===== config.mk =====
export PLATFORM = sky130hd
export DESIGN_NAME = bank_sc_rtn_tx_flat
export DESIGN_NICKNAME = d
export VERILOG_FILES = /design/src/rtl/mcash_xbar_pkg.sv /design/src/rtl/bank_sc_rtn_tx_if.sv /design/src/rtl/mcash_sync_fifo.sv /design/src/rtl/bank_sc_rtn_tx.sv /design/src/flat_wrapper.sv
export SDC_FILE = /design/constraint.sdc
export NUM_CORES = 1
export LEC_CHECK = 0
export CAP_MARGIN = 20
export CORE_MARGIN = 1.5
export CORE_UTILIZATION = 60
export DETAILED_ROUTE_END_ITERATION = 10
export DONT_BUFFER_PORTS = 1
export GPL_ROUTABILITY_DRIVEN = 0
export GPL_TIMING_DRIVEN = 1
export PLACE_DENSITY_LB_ADDON = 0.1
export SYNTH_ARGS = -nofsm -noshare
export SYNTH_HDL_FRONTEND = slang
export SYNTH_HIERARCHICAL = 1
export SYNTH_SLANG_ARGS = --single-unit

===== constraint.sdc =====
create_clock -name clk_i -period 10.8 [get_ports clk_i]
set_input_delay 1.62 -clock clk_i [delete_from_list [all_inputs] [get_ports clk_i]]
set_output_delay 1.62 -clock clk_i [all_outputs]
set_load 0.02 [all_outputs]

===== src/rtl/mcash_xbar_pkg.sv =====
// mcash_xbar_pkg: shared widths, channel constants and the return packet type of the bank->xbar return path
package mcash_xbar_pkg;
  localparam int CH_W = 2;
  localparam int ROB_W = 3;
  localparam int DATA_W = 128;
  localparam int NUM_CH = 3;
  localparam int NUM_BANK = 4;
  localparam logic [CH_W-1:0] CH_ID_ILLEGAL = 2'b11;
  typedef struct packed {
    logic [CH_W-1:0] ch_id;
    logic [ROB_W-1:0] rob_num;
    logic [DATA_W-1:0] data;
  } rtn_pkt_t;
endpackage


===== src/rtl/bank_sc_rtn_tx_if.sv =====
// bank_sc_rtn_tx_if: response-in (rsp_*) and cross-bar-out (sc_xbar_*) handshakes; slave = transmitter, master = its environment
interface bank_sc_rtn_tx_if #(
  parameter int DATA_W = mcash_xbar_pkg::DATA_W,
  parameter int CH_W = mcash_xbar_pkg::CH_W,
  parameter int ROB_W = mcash_xbar_pkg::ROB_W
);
  logic rsp_valid_i;
  logic rsp_ready_o;
  logic [CH_W-1:0] rsp_ch_id_i;
  logic [ROB_W-1:0] rsp_rob_num_i;
  logic [DATA_W-1:0] rsp_data_i;
  logic sc_xbar_valid_o;
  logic sc_xbar_allowIn_i;
  logic [CH_W-1:0] sc_xbar_ch_id_o;
  logic [ROB_W-1:0] sc_xbar_rob_num_o;
  logic [DATA_W-1:0] sc_xbar_data_o;
  modport slave (
    input rsp_valid_i, rsp_ch_id_i, rsp_rob_num_i, rsp_data_i, sc_xbar_allowIn_i,
    output rsp_ready_o, sc_xbar_valid_o, sc_xbar_ch_id_o, sc_xbar_rob_num_o, sc_xbar_data_o
  );
  modport master (
    output rsp_valid_i, rsp_ch_id_i, rsp_rob_num_i, rsp_data_i, sc_xbar_allowIn_i,
    input rsp_ready_o, sc_xbar_valid_o, sc_xbar_ch_id_o, sc_xbar_rob_num_o, sc_xbar_data_o
  );
endinterface


===== src/rtl/mcash_sync_fifo.sv =====
// mcash_sync_fifo: synchronous FIFO (clk, rst, push/din in, pop in, dout = head, full/empty/count out); storage not reset
module mcash_sync_fifo #(
  parameter int W = 8,
  parameter int DEPTH = 4
) (
  input  logic clk,
  input  logic rst,
  input  logic push,
  input  logic pop,
  input  logic [W-1:0] din,
  output logic [W-1:0] dout,
  output logic full,
  output logic empty,
  output logic [$clog2(DEPTH):0] count
);
  localparam int AW = $clog2(DEPTH);
  logic [AW:0] wr_ptr, rd_ptr;
  logic [W-1:0] mem [DEPTH];
  // extra MSB on each pointer tells full from empty when the index bits match
  assign empty = wr_ptr == rd_ptr;
  assign full = (wr_ptr[AW] != rd_ptr[AW]) && (wr_ptr[AW-1:0] == rd_ptr[AW-1:0]);
  assign count = wr_ptr - rd_ptr;
  assign dout = mem[rd_ptr[AW-1:0]];
  always_ff @(posedge clk) begin
    if (rst) begin
      wr_ptr <= '0;
      rd_ptr <= '0;
    end else begin
      if (push && !full) wr_ptr <= wr_ptr + 1'b1;
      if (pop && !empty) rd_ptr <= rd_ptr + 1'b1;
    end
  end
  always_ff @(posedge clk)
    if (push && !full) mem[wr_ptr[AW-1:0]] <= din;
endmodule


===== src/rtl/bank_sc_rtn_tx.sv =====
// bank_sc_rtn_tx: queues tagged bank read responses and drives them to the cross-bar ROB; clk_i/rst_i, bus (slave), occupancy_o, ch_err_o
module bank_sc_rtn_tx #(
  parameter int DEPTH = 4,
  parameter int DATA_W = mcash_xbar_pkg::DATA_W,
  parameter int CH_W = mcash_xbar_pkg::CH_W,
  parameter int ROB_W = mcash_xbar_pkg::ROB_W
) (
  input  logic clk_i,
  input  logic rst_i,
  bank_sc_rtn_tx_if.slave bus,
  output logic [$clog2(DEPTH):0] occupancy_o,
  output logic ch_err_o
);
  localparam int W = CH_W + ROB_W + DATA_W;
  logic full, empty, push, ch_ok;
  logic [W-1:0] head;
  // ready is pure state (plus reset) so there is no combinational in->out path
  assign bus.rsp_ready_o = !full && !rst_i;
  assign push = bus.rsp_valid_i && bus.rsp_ready_o;
  assign ch_ok = bus.rsp_ch_id_i != CH_W'(mcash_xbar_pkg::CH_ID_ILLEGAL);
  assign bus.sc_xbar_valid_o = !empty;
  assign {bus.sc_xbar_ch_id_o, bus.sc_xbar_rob_num_o, bus.sc_xbar_data_o} = empty ? '0 : head;
  // illegal-channel responses complete the handshake but are never written
  mcash_sync_fifo #(.W(W), .DEPTH(DEPTH)) u_fifo (
    .clk(clk_i),
    .rst(rst_i),
    .push(push && ch_ok),
    .pop(bus.sc_xbar_valid_o && bus.sc_xbar_allowIn_i),
    .din({bus.rsp_ch_id_i, bus.rsp_rob_num_i, bus.rsp_data_i}),
    .dout(head),
    .full(full),
    .empty(empty),
    .count(occupancy_o)
  );
  always_ff @(posedge clk_i)
    ch_err_o <= rst_i ? 1'b0 : push && !ch_ok;
endmodule


===== src/flat_wrapper.sv =====
// flat-port wrapper written by rule: the top's interface ports become plain ports
module bank_sc_rtn_tx_flat 
#(
  parameter int DEPTH = 4,
  parameter int DATA_W = mcash_xbar_pkg::DATA_W,
  parameter int CH_W = mcash_xbar_pkg::CH_W,
  parameter int ROB_W = mcash_xbar_pkg::ROB_W
)
  (clk_i, rst_i, occupancy_o, ch_err_o, bus_rsp_valid_i, bus_rsp_ch_id_i, bus_rsp_rob_num_i, bus_rsp_data_i, bus_sc_xbar_allowIn_i, bus_rsp_ready_o, bus_sc_xbar_valid_o, bus_sc_xbar_ch_id_o, bus_sc_xbar_rob_num_o, bus_sc_xbar_data_o);
  bank_sc_rtn_tx_if #(.DATA_W(DATA_W), .CH_W(CH_W), .ROB_W(ROB_W)) bus_i ();
  input  logic clk_i;
  input  logic rst_i;
  output logic [$clog2(DEPTH):0] occupancy_o;
  output logic ch_err_o;
  input wire logic [$bits(bus_i.rsp_valid_i)-1:0] bus_rsp_valid_i;
  input wire logic [$bits(bus_i.rsp_ch_id_i)-1:0] bus_rsp_ch_id_i;
  input wire logic [$bits(bus_i.rsp_rob_num_i)-1:0] bus_rsp_rob_num_i;
  input wire logic [$bits(bus_i.rsp_data_i)-1:0] bus_rsp_data_i;
  input wire logic [$bits(bus_i.sc_xbar_allowIn_i)-1:0] bus_sc_xbar_allowIn_i;
  output wire logic [$bits(bus_i.rsp_ready_o)-1:0] bus_rsp_ready_o;
  output wire logic [$bits(bus_i.sc_xbar_valid_o)-1:0] bus_sc_xbar_valid_o;
  output wire logic [$bits(bus_i.sc_xbar_ch_id_o)-1:0] bus_sc_xbar_ch_id_o;
  output wire logic [$bits(bus_i.sc_xbar_rob_num_o)-1:0] bus_sc_xbar_rob_num_o;
  output wire logic [$bits(bus_i.sc_xbar_data_o)-1:0] bus_sc_xbar_data_o;
  assign bus_i.rsp_valid_i = bus_rsp_valid_i;
  assign bus_i.rsp_ch_id_i = bus_rsp_ch_id_i;
  assign bus_i.rsp_rob_num_i = bus_rsp_rob_num_i;
  assign bus_i.rsp_data_i = bus_rsp_data_i;
  assign bus_i.sc_xbar_allowIn_i = bus_sc_xbar_allowIn_i;
  assign bus_rsp_ready_o = bus_i.rsp_ready_o;
  assign bus_sc_xbar_valid_o = bus_i.sc_xbar_valid_o;
  assign bus_sc_xbar_ch_id_o = bus_i.sc_xbar_ch_id_o;
  assign bus_sc_xbar_rob_num_o = bus_i.sc_xbar_rob_num_o;
  assign bus_sc_xbar_data_o = bus_i.sc_xbar_data_o;
  bank_sc_rtn_tx #(.DEPTH(DEPTH), .DATA_W(DATA_W), .CH_W(CH_W), .ROB_W(ROB_W)) u_core (.clk_i(clk_i), .rst_i(rst_i), .bus(bus_i), .occupancy_o(occupancy_o), .ch_err_o(ch_err_o));
endmodule

### After elaboration in Yosys (flattened, before gate mapping)

Memories as Yosys holds them, arrays and structs flattened. A register that Yosys moved wholly into a read port is not among the register bits.
Index checks and enable logic that the tools add are counted.

| operators by class | value |
|---|---|
| add/sub/neg operators | 3 |
| equal/unequal tests | 4 |
| mux-type cells | 5 |
| reduce and logical (&&, ||, !) cells | 12 |

Operator list:

| cell | number |
|---|---|
| $mux 133 | 1 |
| $logic_and 1x1->1 | 8 |
| $add 3x1->3 const B | 2 |
| $logic_not 1->1 | 4 |
| $mux 2 | 2 |
| $eq 3x3->1 | 1 |
| $sub 3x3->3 | 1 |
| $eq 2x2->1 | 1 |
| $mux 1 | 2 |
| $ne 2x2->1 const B | 1 |
| $ne 1x1->1 | 1 |

| word-level totals | value |
|---|---|
| flip-flop bits (word level) | 7 |
| RAM bits | 532 |
| memories kept | 1 |

Memories:

| memory | words | width | rd ports | clocked after memory_dff | write ports | RTL line | text |
|---|---|---|---|---|---|---|---|
| u_core.u_fifo.mem | 4 | 133 | 1 | 1 | 1 | mcash_sync_fifo.sv:18 | `logic [W-1:0] mem [DEPTH];` |

### Logic depth before layout (Yosys ltp)

Gate-level depths: netlist of run 1.

| depth | value |
|---|---|
| depth in word-level cells | 9 |
| gate-level depth with buffers | 11 |
| gate-level depth less buffers | 9 |

### Hierarchy

The synthesis of run 1 kept the hierarchy.

Modules (own cells, without submodules):

| module | instances | cells each | area an instance (µm²) |
|---|---|---|---|
| mcash_sync_fifo | 1 | 762 | 19755.2 |
| bank_sc_rtn_tx | 1 | 156 | 1096.1 |

### Worst setup path before layout of run 1

OpenSTA, ideal clock, no wires.

| timing | value |
|---|---|
| kind | input-to-reg |
| start point | input port rst_i |
| end point | memory u_core/u_fifo/mem[0][0] (netlist bit), enable pin |
| library setup time | 0.508 ns |
| data arrival time | 5.584 ns |
| path slack | 4.708 ns |
| stages on the path | 5 |
| cell sequence | or3b_1 a21oi_1 clkbuf_1 o21a_1 and2_1 |

| on the way | value |
|---|---|
| cells in the longest elaborated chain, start to end | 7 |

RTL lines:

| item | RTL line | text |
|---|---|---|
| from (decl) | flat_wrapper.sv:12 | `input logic rst_i;` |
| $logic_not 1->1 | bank_sc_rtn_tx.sv:18 | `assign bus.rsp_ready_o = !full && !rst_i;` |
| $logic_and 1x1->1 | bank_sc_rtn_tx.sv:18 |  |
| $logic_and 1x1->1 | bank_sc_rtn_tx.sv:19 | `assign push = bus.rsp_valid_i && bus.rsp_ready_o;` |
| $logic_and 1x1->1 | bank_sc_rtn_tx.sv:27 | `.push(push && ch_ok),` |
| $logic_and 1x1->1 | mcash_sync_fifo.sv:34 | `if (push && !full) mem[wr_ptr[AW-1:0]] <= din;` |
| $mux 1 | mcash_sync_fifo.sv:34 |  |
| $mux 1 (implied by the code) | mcash_sync_fifo.sv:34 |  |
| to (decl) | mcash_sync_fifo.sv:18 |  |

No other way between the ends.

==> qor.txt, run 1 <==
initial core utilization: 60.7%
WHS Path Cells: 2
clock transition at the registers of the reported paths: 60 ps
Synth Register Bits: 541
CTS sink count: 541
clk_skew: 21.9 ps
# DRC: 0
Worst Reg-to-Reg Cells: 10
Worst Path Arrival: 3350 ps
post-synthesis adder-cell area fraction: 0.516%
post-cts sizing count: 0
RSZ-0062 raised after global routing: false
grt ovf: 0
Power Density: 227 nW/um2
Worst R2R End: u_core/u_fifo/mem[1][127]$_DFFE_PP_
CTS tree: done
DP Wirelength: 22.7 mm
H-tree depth: 2
min cycle time layout: 4970 ps
LEAKAGE: 6.92 nW
Max IR drop VDD: 0.000173 V
Sum Neg Setup Slack: 0 ps
yosys synthesis warning count: 6
die width: 189 um
largest family of logic cells by synthesized area: multiplexers
Mapped Avg Cell Area: 22.7 um2
Synth Area in XOR/XNOR: 0.0840%
clk_lat worst skew: 570 ps
Slew Limit Fails: 0
syn nets: 1063
Synth Cell Area: 20900 um2
placed insts: 1336
1st-pass router iterations: 4
Tot GR Track Use: 21.5%
Final Setup Violations: 0
reg-to-reg startpoint: u_core/u_fifo/wr_ptr[0]$_SDFFE_PP0P_
power consumption: 5.18 mW
crit path max fanout: 76
status: complete, no violations
total setup buffers inserted after CTS: 0
sequential cell area fraction in the yosys report: 77.5%
Longest Clk Path Bufs: 3
sink of the worst hold path: u_core/u_fifo/rd_ptr[2]$_SDFFE_PP0P_
Buffers on Ports: 0
CTS Hold Bufs: 0
nets@finish: 1081
Vias/cell: 6.07
Least-Margin Pin Slew: 1100 ps
CP required: 9180 ps
fraction of layout cells with a size suffix above 1: 25.9%
die area: 35900 um2
DR iter-0 viols: 533
ANT nets after route: 0
pin count of the biggest net entering global routing: 77
mux cell area share after synthesis: 14.4%
Critical Path Source Type: register
Num CTS Buffers: 51
io pins: 276
diodes inserted: 0
Worst slew margin: 26.8%
final hold violations: 0
vias post-DR: 8672
Worst setup EP type: primary output
Highest Clock Rate: 201 MHz
Compound-Gate Fraction of Synth Area: 0.450%
r2r setup slk: 5840 ps
library cells used by synthesis: 35
DR WL/cell: 26.4 um
Non-Filler Instances: 1428
Simple-Gate Fraction of Synth Area: 5.40%
vias in the first global route: 9280
Worst Hold Class: register to register
Core Area: 34400 um2
Hold Crit Start: u_core/u_fifo/rd_ptr[2]$_SDFFE_PP0P_
Rows: 68
first-pass GRT wire length: 56.8 mm
die span in y: 189 um
maxcap violations: 0
Crit Path Class: register to primary output
Tcrit/Tclk final: 46.0%
root buffer cell: clkbuf_16
Syn Inst Count: 918
P&R area growth vs syn: 9.58%
antenna violations before repair: 0
Total Wirelength: 37.7 mm
[worst max-delay path by stage]
| stage | depth (start not counted) | to | startpoint | slack (ps) |
|---|---|---|---|---|
| global route | 10 | u_core/u_fifo/mem[1][81]$_DFFE_PP_ | u_core/u_fifo/wr_ptr[0]$_SDFFE_PP0P_ | 5530 |
| global placement | 6 | u_core/u_fifo/mem[1][83]$_DFFE_PP_ | rst_i | 5770 |
| finish | 3 | bus_sc_xbar_data_o[46] | register | 5830 |
| floorplan | 5 | u_core/u_fifo/mem[0][0]$_DFFE_PP_ | rst_i | 4710 |
| detailed placement | 6 | u_core/u_fifo/mem[1][81]$_DFFE_PP_ | rst_i | 5600 |
| CTS | 3 | bus_sc_xbar_data_o[90] | register | 5580 |
[per-layer routing]
layer / vias to the layer above / track usage [%] / wire [um]
met1: 4519 / 27.7 / 14500
met5: - / 0 / 0
met2: 306 / 34.8 / 18700
met4: 0 / 7.54 / 1100
met3: 65 / 7.19 / 3380
li1: 3782 / - / -
[critical path: stages, from the launching register on]
cell and delay [ps]:
dfxtp_4 920, buf_4 950, mux4_2 360, nor2b_1 490
[cell usage after synthesis]
master | number | share of area (%)
edfxtp_1 | 532 | 77
mux4_2 | 133 | 14
nor2b_1 | 100 | 3.0
nor2b_2 | 36 | 1.5
buf_2 | 23 | 0.55
buf_6 | 15 | 0.81
clkbuf_1 | 10 | 0.18
dfxtp_1 | 9 | 0.86
ha_1 | 7 | 0.42
inv_1 | 7 | 0.13
nand2_1 | 7 | 0.13
and2_1 | 4 | 0.12
nor3b_1 | 4 | 0.14
nor2_1 | 3 | 0.054
a21oi_1 | 2 | 0.048
a31oi_1 | 2 | 0.060
a41oi_1 | 2 | 0.084
nand3_1 | 2 | 0.048
o311ai_0 | 2 | 0.084
or4_1 | 2 | 0.072
xnor2_1 | 2 | 0.084
a211o_1 | 1 | 0.042
and3b_1 | 1 | 0.042
and4b_1 | 1 | 0.048
buf_4 | 1 | 0.036
fa_1 | 1 | 0.096
nand4_1 | 1 | 0.030
nor3_1 | 1 | 0.024
nor4b_1 | 1 | 0.042
nor4bb_1 | 1 | 0.048
o2111a_1 | 1 | 0.054
o21a_1 | 1 | 0.036
o311ai_1 | 1 | 0.042
or3b_1 | 1 | 0.042
or4b_1 | 1 | 0.048
[cell usage in the layout, fill, tap and decap left out, types with 2 or more instances in the layout]
cell type and count:
edfxtp_1 532, mux4_2 133, nor2b_1 99, clkbuf_16 52, nor2b_2 36, clkbuf_1 14
clkinv_1 14, buf_4 10, inv_1 7, nand2_1 7, dfxtp_1 7, ha_1 7
clkinv_2 5, and2_4 4, nor3b_1 4, buf_16 4, bufinv_16 3, nor2_1 3
a21oi_1 2, xnor2_1 2, a41oi_1 2, o311ai_0 2, nand3_1 2, a31oi_1 2
or4_1 2, dfxtp_4 2
[state kept, by name, summed over array words and instances (netlist names), named ones only]
signal	cells
u_core/ch_err_o	1
u_core/u_fifo/rd_ptr	3
u_core/u_fifo/wr_ptr	3
u_core/u_fifo/mem	532
[cell families after synthesis]
family / after synthesis
AOI/OAI and AO/OA: 12
xor gates and xnor gates: 2
adders and majority gates: 8
buffers and inverters: 56
DFF: 541
muxes: 133
and+or+nand+nor: 166
[report_power, final]
group	internal (mW)	switching, mW
sequential	2.37	0.0380
combinational	0.401	0.718
clock	0.950	0.705
[cell type report]
type	instances	area, um2
Timing Repair Buffer	14	185
Sequential cell	541	16200
Inverter	7	26.3
Tap cell	455	569
Fill cell	2219	11500
Multi-Input combinational cell	321	4360
Clock inverter	24	193
Clock buffer	66	1350
[metrics by stage]
stage          utilization, %  hold slack (ps)  area (um2)  worst slack, ps
5_1_grt                  66.5              571       22800             5530
3_3_place_gp             61.7              506       21200             5770
3_5_place_dp             61.8              535       21200             5600
4_1_cts                  66.3              544       22800             5580
6_report                 66.5              564       22800             5830
2_1_floorplan               -              488       20900             4710
No activity file was read; power rests on OpenSTA's default activity.
==> inputs of run 2 (changes only) <==
Clock period 10.8 ns to 5.1 ns, I/O delays scaled along.
==> run 2 against run 1 <==
Cell count rose by 0.42%. Worst hold slack got worse by 290 ps. Sequential cell count did not move. Sequential share of layout area fell by 0.38 points. Register-to-register slack got worse by 4800 ps. Count of clock-buffer cells in the layout fell by 6. Non-clock buffer count rose by 3. Design area rose by 0.54%. Power rose by 120%. Setup slack got worse by 4800 ps. Critical path depth rose by 6.
==> qor.txt, run 2 (same netlist as run 1, synthesis figures left out) <==
status: complete, no violations
most frequent cells in the layout: edfxtp_1, mux4_2, nor2b_1
LEAKAGE: 6.98 nW (+0.92%)
io pins: 276 (unchanged)
WHS Path Cells: 1 (-1)
Vias/cell: 6.07 (about the same)
min cycle time layout: 4100 ps
sink of the worst hold path: u_core/u_fifo/rd_ptr[2]$_SDFFE_PP0P_
pin count of the biggest net entering global routing: 78 (+1.3%)
grt ovf: 0 (unchanged)
Crit Path Class: register to register
Worst setup EP type: register
Max IR drop VDD: 0.000394 V (+130%)
die area: 35900 um2 (unchanged)
Multi-input gate area: 4360 um2 (unchanged)
r2r setup slk: 1000 ps (-4840 ps)
Power Density: 485 nW/um2 (+110%)
RSZ-0062 raised after global routing: false
CTS sink count: 541 (unchanged)
max reg flops: 532 (unchanged)
Critical Path Source Type: register
register area: 16200 um2 (unchanged)
Least-Margin Pin Slew: 952 ps (-145 ps)
maxcap violations: 0 (unchanged)
Slew Limit Fails: 0 (unchanged)
reg-to-reg startpoint: u_core/u_fifo/wr_ptr[0]$_SDFFE_PP0P_
initial core utilization: 60.7% (unchanged)
DP Wirelength: 23.3 mm (+2.7%)
Longest Clk Path Bufs: 3 (unchanged)
total setup buffers inserted after CTS: 0 (unchanged)
ANT nets after route: 0 (unchanged)
Num CTS Buffers: 51 (unchanged)
fraction of layout cells with a size suffix above 1: 27.5% (+1.6 points)
Tcrit/Tclk final: 80.4%
clk_skew: 8.81 ps (-13.0 ps)
Worst Hold Class: input port to register
H-tree depth: 2 (unchanged)
crit path max fanout: 68 (-11%)
Tot GR Track Use: 21.6% (+0.11 points)
Buffers on Ports: 0 (unchanged)
1st-pass router iterations: 5 (+1)
# DRC: 0 (unchanged)
die width: 189 um (unchanged)
DR WL/cell: 26.3 um (-0.54%)
Worst slew margin: 36.1% (+9.2 points)
Sum Neg Setup Slack: 0 ps (unchanged)
clk_lat worst skew: 560 ps (about the same)
Hold Crit Start: rst_i
die span in y: 189 um (unchanged)
Worst Path Arrival: 4310 ps (+960 ps)
diodes inserted: 0 (unchanged)
post-cts sizing count: 0 (unchanged)
nets@finish: 1084 (+0.28%)
Final Setup Violations: 0 (unchanged)
Worst R2R End: u_core/u_fifo/mem[1][85]$_DFFE_PP_
P&R area growth vs syn: 10.2%
Highest Clock Rate: 244 MHz
Worst Reg-to-Reg Cells: 9 (-1)
Total Wirelength: 37.7 mm (-0.12%)
Fill cells: 2187 (-1.4%)
CP required: 5310 ps (-3870 ps)
first-pass GRT wire length: 57.3 mm (+0.89%)
commonest non-fill, non-tap cell in the layout: edfxtp_1
worst hold margin: 274 ps (-290 ps)
final hold violations: 0 (unchanged)
root buffer cell: clkbuf_16
CTS tree: done
antenna violations before repair: 0 (unchanged)
vias in the first global route: 9424 (+1.6%)
clock transition at the registers of the reported paths: 70 ps (about the same)
vias post-DR: 8711 (+0.45%)
Rows: 68 (unchanged)
Core Area: 34400 um2 (unchanged)
DR iter-0 viols: 625 (+17%)
CTS Hold Bufs: 0 (unchanged)
-- run 2: changes by cell type in the layout (fill, tap and decap cells not counted), moves of 2 or more --
| cell | previous run | this run |
|---|---|---|
| buf_12 | 0 | 6 |
| clkinvlp_4 | 0 | 4 |
| bufinv_16 | 3 | 5 |
| buf_16 | 4 | 0 |
| clkinv_2 | 5 | 12 |
| clkbuf_1 | 14 | 6 |
| clkinv_1 | 14 | 11 |
-- run 2: worst max-delay path by stage --
stage,start,to,cells after the start
6_report,u_core/u_fifo/wr_ptr[0]$_SDFFE_PP0P_,u_core/u_fifo/mem[1][85]$_DFFE_PP_,9
5_1_grt,u_core/u_fifo/wr_ptr[0]$_SDFFE_PP0P_,u_core/u_fifo/mem[1][41]$_DFFE_PP_,9
4_1_cts,u_core/u_fifo/wr_ptr[0]$_SDFFE_PP0P_,u_core/u_fifo/mem[1][41]$_DFFE_PP_,9
3_5_place_dp,u_core/u_fifo/wr_ptr[0]$_SDFFE_PP0P_,u_core/u_fifo/mem[1][33]$_DFFE_PP_,9
3_3_place_gp,u_core/u_fifo/wr_ptr[0]$_SDFFE_PP0P_,u_core/u_fifo/mem[1][22]$_DFFE_PP_,9
2_1_floorplan,u_core/u_fifo/wr_ptr[0]$_SDFFE_PP0P_,u_core/u_fifo/mem[0][0]$_DFFE_PP_,10
-- run 2: power breakdown --
part	internal [mW]	switching (mW)	leakage [nW]
combinational	0.850	1.51	1.28
clock	2.16	1.53	0.807
sequential	5.02	0.0943	4.89
total	8.02	3.13	6.98
-- run 2: critical path, cell delays in order, from the launching register on --
cell     delay (ps)
dfxtp_1         430
inv_1           130
ha_1            380
nand2_1         390
nor2_1          120
or3b_1          410
a21oi_1         500
o21a_1          280
and2_4          590
buf_12          420
-- run 2: cell type report --
| class | count | share of cell area [%] |
|---|---|---|
| Multi-Input combinational cell | 321 | 19.0 |
| Timing Repair Buffer | 17 | 0.882 |
| Clock inverter | 33 | 1.26 |
| Tap cell | 455 | 2.48 |
| Inverter | 7 | 0.114 |
| Sequential cell | 541 | 70.4 |
| Clock buffer | 60 | 5.93 |
-- run 2: routing by layer --
metal | GRT usage [%] | vias to the layer above | part of all wire (%)
met3 | 7.73 | 68 | 9.4
li1 | - | 3793 | -
met1 | 26.8 | 4527 | 37
met2 | 35.5 | 323 | 50
met5 | 0 | - | 0
met4 | 7.84 | 0 | 3.2
-- run 2: per-stage QoR --
stage | instances | worst slack, ps | power (mW) | utilization, % | cell area, um2
final | 1434 | 1000 | 11.2 | 66.8 | 23000
after global routing | 1434 | 763 | 11.6 | 66.8 | 23000
after CTS | 1434 | 993 | 11.3 | 66.8 | 23000
after detailed placement | 1341 | 993 | 7.62 | 62.0 | 21300
after global placement | 1341 | 1330 | 7.56 | 62.0 | 21300
after floorplan | 918 | 877 | 7.31 | - | 20900
==> inputs of run 3 (changes only) <==
Settings changed: CORE_UTILIZATION 60 to 57.
Clock period 5.1 ns to 3.4 ns, I/O delays scaled along.
==> run 3 against run 2 <==
Clock skew is 6.7 ps higher. Largest cell class unchanged. Global-route usage up 0.33 points. Power is 54% higher. Setup slack got worse by 880 ps. Clock power is 55% higher. Register-to-register slack got worse by 670 ps. Utilization increased by 1.4 points. Sequential share of layout area fell by 4.2 points. Worst hold slack got worse by 250 ps. Sequential power up 49%. Sequential cell count stayed put.
==> qor.txt, run 3 (same netlist as run 1, synthesis figures left out) <==
crit path max fanout: 72 (+5.9%)
antenna violations before repair: 6 (+6)
Power Density: 703 nW/um2 (+45%)
clk_lat worst skew: 580 ps (+20 ps)
Highest Clock Rate: 305 MHz
Vias/cell: 5.91 (-2.8%)
Crit Path Class: register to primary output
busiest layer in global routing: met2
Worst Reg-to-Reg Cells: 9 (unchanged)
total setup buffers inserted after CTS: 0 (unchanged)
Total Wirelength: 40.3 mm (+7.0%)
nets@finish: 1218 (+12%)
Place WS: 406 ps (-588 ps)
met2 Use GR: 36.4% (+0.94 points)
vias in the first global route: 10200 (+8.4%)
Slew Limit Fails: 0 (unchanged)
status: complete, no violations
max reg flops: 532 (unchanged)
Least-Margin Pin Slew: 681 ps (-272 ps)
Num CTS Buffers: 53 (+3.9%)
Tot GR Track Use: 22.0% (+0.33 points)
post-cts sizing count: 0 (unchanged)
grt ovf: 0 (unchanged)
DR iter-0 viols: 546 (-13%)
Rows: 69 (+1.5%)
die width: 194 um (+2.6%)
met1 Track Usage GR: 28.6% (+1.8 points)
Final Setup Violations: 0 (unchanged)
Core Area: 35800 um2 (+4.2%)
root buffer cell: clkbuf_16
Fill cells: 2211 (+1.1%)
placed insts: 1354 (+0.97%)
initial core utilization: 58.2% (-2.5 points)
LEAKAGE: 7.59 nW (+8.7%)
WP buf/inv: 3 (+1)
RSZ-0062 raised after global routing: false
clk_skew: 15.5 ps (+6.65 ps)
Tcrit/Tclk final: 96.5%
CTS tree: done
Critical Path Source Type: register
r2r setup slk: 330 ps (-670 ps)
met3 usage: 6.17% (-1.6 points)
P&R area growth vs syn: 17.2%
register area: 16200 um2 (unchanged)
Worst Hold Class: input port to register
CTS Hold Bufs: 125 (+125)
CP required: 2890 ps (-2420 ps)
final hold violations: 0 (unchanged)
Sum Neg Setup Slack: 0 ps (unchanged)
CP top delay family: buffers and inverters
Worst slew margin: 54.3% (+18 points)
Buffers on Ports: 0 (unchanged)
Longest Clk Path Bufs: 3 (unchanged)
die span in y: 194 um (+2.6%)
most frequent cells in the layout: edfxtp_1, mux4_2, dlygate4sd3_1
Max IR drop VDD: 0.000633 V (+61%)
die area: 37700 um2 (+5.2%)
# DRC: 0 (unchanged)
crit path capture: bus_sc_xbar_data_o[12]
clock transition at the registers of the reported paths: 60 ps (about the same)
Worst setup EP type: primary output
Worst Path Arrival: 2770 ps (-1540 ps)
CTS sink count: 541 (unchanged)
Multi-input gate area: 4360 um2 (unchanged)
fraction of layout cells with a size suffix above 1: 24.6% (-2.9 points)
worst setup margin: 119 ps (-881 ps)
ANT nets after route: 0 (unchanged)
first-pass GRT wire length: 61.5 mm (+7.4%)
crit path cell chain: inv_1, ha_1, nand2_1, buf_4, nor2b_4, buf_12, nor2b_1
slowest cell delay on critical path: 460 ps (-130 ps)
H-tree depth: 2 (unchanged)
critical path depth: 7 (-2)
DR WL/cell: 25.5 um (-2.8%)
WHS Path Cells: 0 (-1)
io pins: 276 (unchanged)
Non-Filler Instances: 1579 (+10%)
reg-to-reg startpoint: u_core/u_fifo/wr_ptr[0]$_SDFFE_PP0P_
Worst R2R End: u_core/u_fifo/mem[1][115]$_DFFE_PP_
CP max-delay cell: dfxtp_1
vias post-DR: 9327 (+7.1%)
commonest non-fill, non-tap cell in the layout: edfxtp_1
min cycle time layout: 3280 ps
maxcap violations: 0 (unchanged)
pin count of the biggest net entering global routing: 74 (-5.1%)
DP Wirelength: 24.5 mm (+5.3%)
critical path launch point: u_core/u_fifo/wr_ptr[0]$_SDFFE_PP0P_
1st-pass router iterations: 5 (unchanged)
==> run 3: worst min path at each step <==
stage	start	endpoint	slack (ps)
floorplan	u_core/u_fifo/rd_ptr[2]$_SDFFE_PP0P_	u_core/u_fifo/rd_ptr[2]$_SDFFE_PP0P_	490
global placement	u_core/u_fifo/rd_ptr[2]$_SDFFE_PP0P_	u_core/u_fifo/rd_ptr[2]$_SDFFE_PP0P_	500
detailed placement	u_core/u_fifo/rd_ptr[2]$_SDFFE_PP0P_	u_core/u_fifo/rd_ptr[2]$_SDFFE_PP0P_	520
CTS	bus_rsp_data_i[81]	u_core/u_fifo/mem[3][81]$_DFFE_PP_	0.01
global route	bus_rsp_data_i[72]	u_core/u_fifo/mem[0][72]$_DFFE_PP_	1
finish	bus_rsp_data_i[12]	u_core/u_fifo/mem[0][12]$_DFFE_PP_	30
==> run 3: report_power, final <==
group / internal, mW / switching [mW] / total, mW
clock network: 3.39 / 2.31 / 5.71
registers: 7.52 / 0.0672 / 7.59
logic: 1.43 / 2.45 / 3.88
total: 12.3 / 4.83 / 17.2
==> run 3: final cells by class <==
cell class | instances | share of cell area (%)
Sequential cell | 541 | 66.1
Multi-Input combinational cell | 321 | 17.8
Timing Repair Buffer | 149 | 6.52
Clock buffer | 65 | 5.79
Tap cell | 461 | 2.36
Clock inverter | 29 | 1.19
Inverter | 7 | 0.108
Antenna cell | 6 | 0.0614
==> run 3: worst reg2reg max path: stages, from the launching register on <==
cell and delay (ps):
dfxtp_1 460, inv_1 140, ha_1 370, nand2_1 110, nor2_1 70, or3b_1 400, a21oi_1 210, o21a_1 220
and2_4 400, buf_12 340
==> run 3: per-layer routing <==
layer | wire length (um) | up-vias
met5 | 10 | -
li1 | - | 4070
met2 | 20500 | 364
met3 | 2890 | 66
met4 | 922 | 2
met1 | 16000 | 4825
==> run 3: metrics by stage <==
stage	total power, mW	utilization [%]	instance area [um2]	hold WS [ps]
after global routing	17.8	68.2	24400	1.09
after floorplan	11.0	-	20900	488
after global placement	11.4	59.9	21500	500
after detailed placement	11.5	59.9	21500	518
final	17.2	68.2	24400	28.3
after CTS	17.4	68.2	24400	0.00971
